$ cat config.mk
export PLATFORM = sky130hd
export DESIGN_NAME = mc_control_fsm
export DESIGN_NICKNAME = d
export VERILOG_FILES = /design/src/rtl/mc_ctrl_pkg.sv /design/src/rtl/mc_next_state.sv /design/src/rtl/mc_control_fsm.sv
export SDC_FILE = /design/constraint.sdc
export NUM_CORES = 1
export LEC_CHECK = 0
export ABC_AREA = 1
export BUFFER_PORTS_ARGS = -buffer_cell sky130_fd_sc_hd__buf_4
export CORE_MARGIN = 2
export CORE_UTILIZATION = 39
export CTS_CLUSTER_SIZE = 20
export DETAILED_ROUTE_END_ITERATION = 10
export GPL_ROUTABILITY_DRIVEN = 0
export PLACE_DENSITY = 0.77
export SYNTH_ARGS = -nofsm -noshare
export SYNTH_HDL_FRONTEND = slang
export SYNTH_SLANG_ARGS = --single-unit
$ cat constraint.sdc
create_clock -name CLK -period 1.4 [get_ports CLK]
set_input_delay 0.28 -clock CLK [delete_from_list [all_inputs] [get_ports CLK]]
set_output_delay 0.28 -clock CLK [all_outputs]
set_load 0.01 [all_outputs]
$ cat src/rtl/mc_ctrl_pkg.sv
// Shared types and encodings for the multi-cycle control unit of the 16-bit RISC datapath.
package mc_ctrl_pkg;

  localparam int INSTR_WIDTH = 16;
  localparam int SEL_WIDTH   = 3;

  // Instruction field positions.
  localparam int OPC_MSB = 15;
  localparam int OPC_LSB = 12;
  localparam int RD_MSB  = 11;
  localparam int RD_LSB  = 9;
  localparam int RS_MSB  = 8;
  localparam int RS_LSB  = 6;
  localparam int RT_MSB  = 5;
  localparam int RT_LSB  = 3;

  localparam logic [3:0] OP_ADD  = 4'h0;
  localparam logic [3:0] OP_SUB  = 4'h1;
  localparam logic [3:0] OP_AND  = 4'h2;
  localparam logic [3:0] OP_OR   = 4'h3;
  localparam logic [3:0] OP_ADDI = 4'h4;
  localparam logic [3:0] OP_LW   = 4'h5;
  localparam logic [3:0] OP_SW   = 4'h6;
  localparam logic [3:0] OP_BEQ  = 4'h7;
  localparam logic [3:0] OP_JMP  = 4'h8;
  localparam logic [3:0] OP_HALT = 4'hF;

  localparam logic [2:0] ALU_ADD = 3'b000;
  localparam logic [2:0] ALU_SUB = 3'b001;
  localparam logic [2:0] ALU_AND = 3'b010;
  localparam logic [2:0] ALU_OR  = 3'b011;

  localparam logic [1:0] SRCB_B   = 2'b00;
  localparam logic [1:0] SRCB_ONE = 2'b01;
  localparam logic [1:0] SRCB_IMM = 2'b10;

  localparam logic [1:0] PC_ALU    = 2'b00;
  localparam logic [1:0] PC_ALUOUT = 2'b01;
  localparam logic [1:0] PC_JUMP   = 2'b10;

  typedef enum logic [3:0] {
    S_FETCH    = 4'd0,
    S_DECODE   = 4'd1,
    S_EXEC_R   = 4'd2,
    S_EXEC_I   = 4'd3,
    S_MEM_ADDR = 4'd4,
    S_MEM_RD   = 4'd5,
    S_MEM_WR   = 4'd6,
    S_WB_ALU   = 4'd7,
    S_WB_MEM   = 4'd8,
    S_BRANCH   = 4'd9,
    S_JUMP     = 4'd10,
    S_HALT     = 4'd11
  } state_t;

  typedef struct packed {
    logic       pc_we;
    logic       ir_we;
    logic       iord;
    logic       mem_re;
    logic       mem_we;
    logic       reg_we;
    logic       mem_to_reg;
    logic       alu_srca;
    logic [1:0] alu_srcb;
    logic [2:0] alu_op;
    logic [1:0] pc_src;
    logic       halted;
  } ctrl_t;

endpackage

$ cat src/rtl/mc_next_state.sv
// Combinational next-state and control decode for the multi-cycle controller.
module mc_next_state
  import mc_ctrl_pkg::*;
(
  input  state_t                 state,
  input  logic [INSTR_WIDTH-1:0] ir,
  input  logic                   zero,
  input  logic                   mem_ready,
  output state_t                 next_state,
  output ctrl_t                  ctrl,
  output logic [SEL_WIDTH-1:0]   wr_sel,
  output logic [SEL_WIDTH-1:0]   rs_sel,
  output logic [SEL_WIDTH-1:0]   rt_sel
);

  logic [3:0] opc;
  logic       unused_imm;

  assign opc        = ir[OPC_MSB:OPC_LSB];
  assign unused_imm = ^ir[2:0];

  // SW stores rd and BEQ compares rd, so both need rd on read port B.
  assign wr_sel = ir[RD_MSB:RD_LSB];
  assign rs_sel = ir[RS_MSB:RS_LSB];
  assign rt_sel = (opc == OP_SW || opc == OP_BEQ) ? ir[RD_MSB:RD_LSB] : ir[RT_MSB:RT_LSB];

  always_comb begin
    // NOTE: defaults first so every path assigns every bit; no latches inferred.
    next_state = S_FETCH;
    ctrl       = '0;
    case (state)
      S_FETCH: begin
        ctrl.mem_re   = 1'b1;
        ctrl.alu_srcb = SRCB_ONE;
        ctrl.ir_we    = mem_ready;
        ctrl.pc_we    = mem_ready;
        next_state    = mem_ready ? S_DECODE : S_FETCH;
      end
      S_DECODE: begin
        ctrl.alu_srcb = SRCB_IMM;
        case (opc)
          OP_ADD, OP_SUB, OP_AND, OP_OR: next_state = S_EXEC_R;
          OP_ADDI:                       next_state = S_EXEC_I;
          OP_LW, OP_SW:                  next_state = S_MEM_ADDR;
          OP_BEQ:                        next_state = S_BRANCH;
          OP_JMP:                        next_state = S_JUMP;
          OP_HALT:                       next_state = S_HALT;
          default:                       next_state = S_FETCH;
        endcase
      end
      S_EXEC_R: begin
        ctrl.alu_srca = 1'b1;
        ctrl.alu_srcb = SRCB_B;
        ctrl.alu_op   = {1'b0, opc[1:0]};
        next_state    = S_WB_ALU;
      end
      S_EXEC_I, S_MEM_ADDR: begin
        ctrl.alu_srca = 1'b1;
        ctrl.alu_srcb = SRCB_IMM;
        ctrl.alu_op   = ALU_ADD;
        if (state == S_EXEC_I) next_state = S_WB_ALU;
        else                   next_state = (opc == OP_SW) ? S_MEM_WR : S_MEM_RD;
      end
      S_MEM_RD: begin
        ctrl.iord   = 1'b1;
        ctrl.mem_re = 1'b1;
        next_state  = mem_ready ? S_WB_MEM : S_MEM_RD;
      end
      S_MEM_WR: begin
        ctrl.iord   = 1'b1;
        ctrl.mem_we = 1'b1;
        next_state  = mem_ready ? S_FETCH : S_MEM_WR;
      end
      S_WB_ALU: ctrl.reg_we = 1'b1;
      S_WB_MEM: begin
        ctrl.reg_we     = 1'b1;
        ctrl.mem_to_reg = 1'b1;
      end
      S_BRANCH: begin
        ctrl.alu_srca = 1'b1;
        ctrl.alu_srcb = SRCB_B;
        ctrl.alu_op   = ALU_SUB;
        ctrl.pc_src   = PC_ALUOUT;
        ctrl.pc_we    = zero;
      end
      S_JUMP: begin
        ctrl.pc_src = PC_JUMP;
        ctrl.pc_we  = 1'b1;
      end
      S_HALT: begin
        ctrl.halted = 1'b1;
        next_state  = S_HALT;
      end
      default: next_state = S_FETCH;
    endcase
  end

endmodule

$ cat src/rtl/mc_control_fsm.sv
// Multi-cycle control unit: state register plus reset gating around mc_next_state.
module mc_control_fsm
  import mc_ctrl_pkg::*;
#(
  parameter int INSTR_W = 16,
  parameter int SEL_W   = 3
) (
  input  logic               CLK,
  input  logic               RST_N,
  input  logic [INSTR_W-1:0] IR,
  input  logic               ZERO,
  input  logic               MEM_READY,
  output logic               PC_WE,
  output logic               IR_WE,
  output logic               IORD,
  output logic               MEM_RE,
  output logic               MEM_WE,
  output logic               REG_WE,
  output logic [SEL_W-1:0]   WR_SEL,
  output logic [SEL_W-1:0]   RS_SEL,
  output logic [SEL_W-1:0]   RT_SEL,
  output logic               MEM_TO_REG,
  output logic               ALU_SRCA,
  output logic [1:0]         ALU_SRCB,
  output logic [2:0]         ALU_OP,
  output logic [1:0]         PC_SRC,
  output logic               HALTED
);

  state_t state;
  state_t next_state;
  ctrl_t  ctrl;

  mc_next_state u_next_state (
    .state      (state),
    .ir         (IR),
    .zero       (ZERO),
    .mem_ready  (MEM_READY),
    .next_state (next_state),
    .ctrl       (ctrl),
    .wr_sel     (WR_SEL),
    .rs_sel     (RS_SEL),
    .rt_sel     (RT_SEL)
  );

  always_ff @(posedge CLK or negedge RST_N) begin
    // NOTE: non-blocking update so every reader sees the pre-edge state.
    if (!RST_N) state <= S_FETCH;
    else        state <= next_state;
  end

  // NOTE: reset parks the state in FETCH, which would otherwise request memory;
  // the enables are masked by RST_N so nothing is written or requested in reset.
  assign PC_WE      = ctrl.pc_we  & RST_N;
  assign IR_WE      = ctrl.ir_we  & RST_N;
  assign MEM_RE     = ctrl.mem_re & RST_N;
  assign MEM_WE     = ctrl.mem_we & RST_N;
  assign REG_WE     = ctrl.reg_we & RST_N;
  assign HALTED     = ctrl.halted & RST_N;
  assign IORD       = ctrl.iord;
  assign MEM_TO_REG = ctrl.mem_to_reg;
  assign ALU_SRCA   = ctrl.alu_srca;
  assign ALU_SRCB   = ctrl.alu_srcb;
  assign ALU_OP     = ctrl.alu_op;
  assign PC_SRC     = ctrl.pc_src;

endmodule

==> qor.csv, run 1 <==
metric,value,unit
outcome,"finished, violations left",
violations,setup timing,
final_cell_mix,"49 x buf_4, 22 x nand2_1, 16 x inv_1",
grt_max_degree,7,
vias_per_cell,5.00,
die_area,1920,sq um
clk_latency,0.25,ns
final_nets,197,
crit_top_cell,nand2_2,
synth_seq_area_share,16.2,%
path_delay_family,simple AND/OR/NAND/NOR gates,
routed_wl,2.47,mm
synth_top_family_by_area,simple AND/OR/NAND/NOR gates,
synth-simple-area-share,46.3,%
synth_seq_cells,4,
worstSetupStartpointType,register,
power_density,1610,nW/um^2
layout-drive-gt1-share,60.5,%
htreeDepth,1,
critical_path_class,reg2out,
synthXorXnorAreaFrac,0,%
hold_class,in2reg,
synth_nets,140,
path_buf_inv,2,
antenna_found_initial,0,
power,0.00198,W
largest_reg_flops,4,
final_common_cell,buf_4,
leakage,0.740,nW
max_freq,595,MHz
critPathRequiredTime,1.12,ns
clockRootBuffer,clkbuf_4,
vdd_drop_max,0.000869,V
max_cap_violations,0,
grt_pass1_wl,3.08,mm
place_hpwl,1.41,mm
first_global_vias,772,
cts_tree,yes,
synth.mux.area_fraction,0,%
synthCells,117,
coreArea,1490,sq um
area_delta_synth_final,98.8,%
hold_viol_final,0,
synth_warnings,0,
synth_adder_area_share,6.06,%
worstPathCellList,buf_6 -> nor2_4 -> nand2_2 -> nand2_2 -> nor2_2 -> nand2_1 -> buf_4,
wire_per_inst,13.1,um
end_kind,primary output,
reg_top3,state: 4 flops,
arrival,1.40,ns
critPathMaxFanout,5,
drt_pass1_iterations,4,
path_clk_slew,0.04,ns
worst_slack,-0.280,ns
fill_cells,97,
antenna_left,0,
netlist_area,619,sq um
slowest_delay,0.43,ns
num_rows,14,
slowest_stage,dfrtp_2,
port_buffers,34,
vias,940,
skew,0.00312,ns
clockBufferDepth,2,
num_antenna_cells,0,
synth_compound_area_share,7.27,%
drc,0,
rsz0062_at_grt,yes,
setup_viol,16,
start_util,41.6,%
clock_sinks,4,
io_pins,45,
regMostFlops,state,
die_w,43.9,um
drt_first_iter_violations,19,
slew_viol_final,0,
dieHeight,43.9,um
synthDistinctLibCells,13,
grtUsageTotal,21.2,%
synth_area_per_cell,5.29,sq um
min_period_over_period,120,%
period_needed,1.68,ns
dpl_worst_slack,-0.0779,ns
cts_buffers,3,
grt-ovfl-total,0,
finish.utilization,82.7,%
-- per-stage QoR --
stage	hold WS [ns]	std cells	TNS [ns]	instance area, sq um
after floorplan	-0.0156	117	0	619
after global placement	0.0790	176	-0.143	962
after detailed placement	0.0819	176	-0.244	962
after CTS	0.356	182	-2.00	1090
after global routing	0.375	188	-3.51	1230
final	0.378	188	-2.59	1230
-- worst register-to-register path, stage by stage (launching register included) --
cell,delay (ns)
dfrtp_2,0.46
nor2_4,0.20
nand3_2,0.13
buf_4,0.15
buf_4,0.12
buf_4,0.11
nand2_1,0.06
inv_1,0.05
nand3_2,0.07
-- cells in the mapped netlist (all sizes together) --
cell type | n | area share [%]
a21oi | 2 | 1.6
buf | 7 | 8.5
inv | 25 | 15
or2 | 1 | 1.0
conb | 1 | 0.61
dfrtp | 4 | 16
nor2 | 23 | 16
nand3 | 11 | 8.9
ha | 3 | 6.1
o21ai | 7 | 5.7
nand2 | 33 | 20
-- layer usage --
layer | track usage [%] | vias to the layer above | part of all wire, %
met1 | 22.8 | 424 | 36
met4 | 9.09 | 0 | 3.4
met2 | 39.7 | 49 | 55
met5 | 0 | - | 0
met3 | 3.75 | 14 | 6.1
li1 | - | 453 | -
-- logic make-up (layout without fill, tap and decap cells) --
kind of cell / count (synthesis) / in the layout
AO/OA/AOI/OAI: 9 / 9
adder cells (fa/ha/maj): 3 / 3
buffers and inverters: 32 / 87
flip-flops: 4 / 4
other: 1 / 1
AND/OR/NAND/NOR: 68 / 68
-- final timing paths --
| check | start | endpoint | slack (ns) | cells past startpoint |
|---|---|---|---|---|
| setup / recovery | state[3]$_DFF_PN0_ | ALU_SRCA | -0.28 | 7 |
| hold / removal | MEM_READY | state[3]$_DFF_PN0_ | 0.38 | 3 |
| setup reg to reg | state[1]$_DFF_PN0_ | state[0]$_DFF_PN0_ | -0.01 | 8 |
| hold reg to reg | state[2]$_DFF_PN0_ | state[3]$_DFF_PN0_ | 0.83 | 4 |
| max in group asynchronous | RST_N | state[2]$_DFF_PN0_ | 0.81 | 2 |
| min in group asynchronous | RST_N | state[0]$_DFF_PN0_ | 0.40 | 2 |
-- timing repair --
item / CTS / global route
setup endpoints to repair: 18 / 18
gates resized for setup: 38 / 26
hold endpoints to repair: 4 / 0
pin swaps: 12 / 15
hold buffers: 1 / 0
buffers inserted: 3 / 6
-- report_power, final --
group | total [W] | internal [W] | switching, W
registers | 0.000283 | 0.000175 | 0.000108
logic | 0.00155 | 0.000762 | 0.000784
clock network | 0.000153 | 0.0000965 | 0.0000567
-- cell type report --
type | count | area, sq um | share of cell area [%]
multi-input combinational | 81 | 508 | 41.3
timing repair buffer | 59 | 479 | 38.9
sequential | 4 | 105 | 8.54
inverter | 25 | 96.3 | 7.83
clock buffer | 3 | 22.5 | 1.83
tap | 16 | 20.0 | 1.63
No activity file was read; power rests on OpenSTA's default activity.
==> run 2: changes to the inputs <==
- TNS_END_PERCENT: unset -> 10
==> run 2 against run 1 <==
  * The flow still finishes with violations (setup timing)
  * Worst setup slack improved by 0.068 ns
  * Final cell count fell by 4.8%
  * Count of clock-buffer cells in the layout did not move
  * First-iteration DRC count fell by 74%
  * Worst hold slack got worse by 0.011 ns
  * Wire length fell by 30%
  * Sequential share of layout area rose by 1.3 points
  * Via count fell by 10%
  * Sequential power fell by 5%
  * Largest cell class unchanged
  * Highest routed layer unchanged
==> qor.csv, run 2 (same netlist as run 1, synthesis figures left out) <==
metric,value,unit
final_common_cell,buf_4,
coreArea,1490,sq um
clockBufferDepth,2,
regMostFlops,state,
setup_viol,16,
power_density,1500,nW/um^2
regArea,105,sq um
final_nets,188,
cts_buffers,3,
slew_viol_final,0,
place_hpwl,1.41,mm
path_clk_slew,0.04,ns
outcome,"finished, violations left",
dieHeight,43.9,um
use_met3,3.75,%
clock_sinks,4,
worstSetupStartpointType,register,
arrival,1.33,ns
grt_max_degree,7,
drt_first_iter_violations,5,
layout-drive-gt1-share,49.1,%
reg_top3,state: 4 flops,
grtUsageTotal,19.7,%
use_met1,21.3,%
power,0.00160,W
whs,0.366,ns
dpl_worst_slack,-0.0779,ns
critPathMaxFanout,5,
hold_path_depth,3,
timing.rr.end,state[2]$_DFF_PN0_,
antenna_found_initial,0,
first_global_vias,722,
area_delta_synth_final,71.9,%
vias,846,
vdd_drop_max,0.000822,V
r2r_start,state[1]$_DFF_PN0_,
critPathRequiredTime,1.12,ns
end_kind,primary output,
num_rows,14,
die_w,43.9,um
rsz0062_at_grt,yes,
min_period_over_period,115,%
violations,setup timing,
drc,0,
start_util,41.6,%
wire_per_inst,9.72,um
vias_per_cell,4.73,
hold_viol_final,0,
io_pins,45,
port_buffers,34,
leakage,0.665,nW
max_cap_violations,0,
r2r_setup_slack,0.16,ns
max_freq,620,MHz
grt-ovfl-total,0,
period_needed,1.61,ns
htreeDepth,1,
hp-start,MEM_READY,
min_to,state[3]$_DFF_PN0_,
multi_input_area,438,sq um
final_cell_mix,"47 x buf_4, 27 x nand2_1, 19 x inv_1",
place_inst,176,
cts_tree,yes,
critical_path_class,reg2out,
grt_util_met2,36.2,%
num_antenna_cells,0,
clk_latency,0.24,ns
grt.busiest_layer,met2,
clockRootBuffer,clkbuf_4,
hold_class,in2reg,
die_area,1920,sq um
fill_cells,133,
antenna_left,0,
fin_cells,179,
worst_slack,-0.212,ns
grt_pass1_wl,2.86,mm
largest_reg_flops,4,
reg2regPathDepth,7,
cts_setup_buffers,0,
routed_wl,1.74,mm
drt_pass1_iterations,4,
skew,0.000398,ns
## run 2: worst max path at each step
stage,cells past startpoint,startpoint,slack (ns),end
3_3_place_gp,7,IR[12],-0.03,RT_SEL[2]
5_1_grt,6,state[3]$_DFF_PN0_,-0.29,PC_WE
4_1_cts,7,state[3]$_DFF_PN0_,-0.21,PC_WE
6_report,6,state[3]$_DFF_PN0_,-0.21,PC_WE
2_1_floorplan,5,IR[12],0.03,RT_SEL[0]
3_5_place_dp,8,IR[12],-0.08,RT_SEL[1]
## run 2: critical path: stages (launching register included)
cell and delay, ns:
dfrtp_2 0.43, nor2_4 0.21, nand3_2 0.13, nand2_1 0.07, nor2_1 0.03, nor2_1 0.09, buf_4 0.12
## run 2: repair_timing
item                                   in CTS  in global routing
setup endpoints to repair                  18                 18
pin swaps                                   7                  3
endpoints found under the hold margin       4                  0
hold buffers                                1                  0
gates resized for setup                    30                  6
## run 2: metrics by stage
step                utilization, %  setup TNS (ns)  cell area [sq um]
floorplan                        -               0                619
finish                        71.5           -1.89               1060
detailed placement            64.6          -0.244                962
global placement              64.6          -0.143                962
CTS                           71.0           -2.07               1060
global route                  71.5           -3.13               1060
## run 2: per-layer routing
layer  share of wire (%)  vias up  wire length, um
met3                 6.2        4              108
met2                  53       28              915
li1                    -      434                -
met1                  40      380              690
met5                   0        -                0
met4                 1.5        0               26
## run 2: cell type report
cell class	instances	share of cell area [%]
clock buffers	3	2.12
repair buffers	50	36.2
flip-flops and latches	4	9.87
inverters	25	8.81
well taps	16	1.88
multi-input cells	81	41.1
## run 2: power by group
group | switching (W) | total [W] | leakage [nW] | internal (W)
combinational | 0.000614 | 0.00119 | 0.605 | 0.000572
sequential | 0.0000952 | 0.000270 | 0.0461 | 0.000175
clock | 0.0000507 | 0.000147 | 0.0138 | 0.0000961
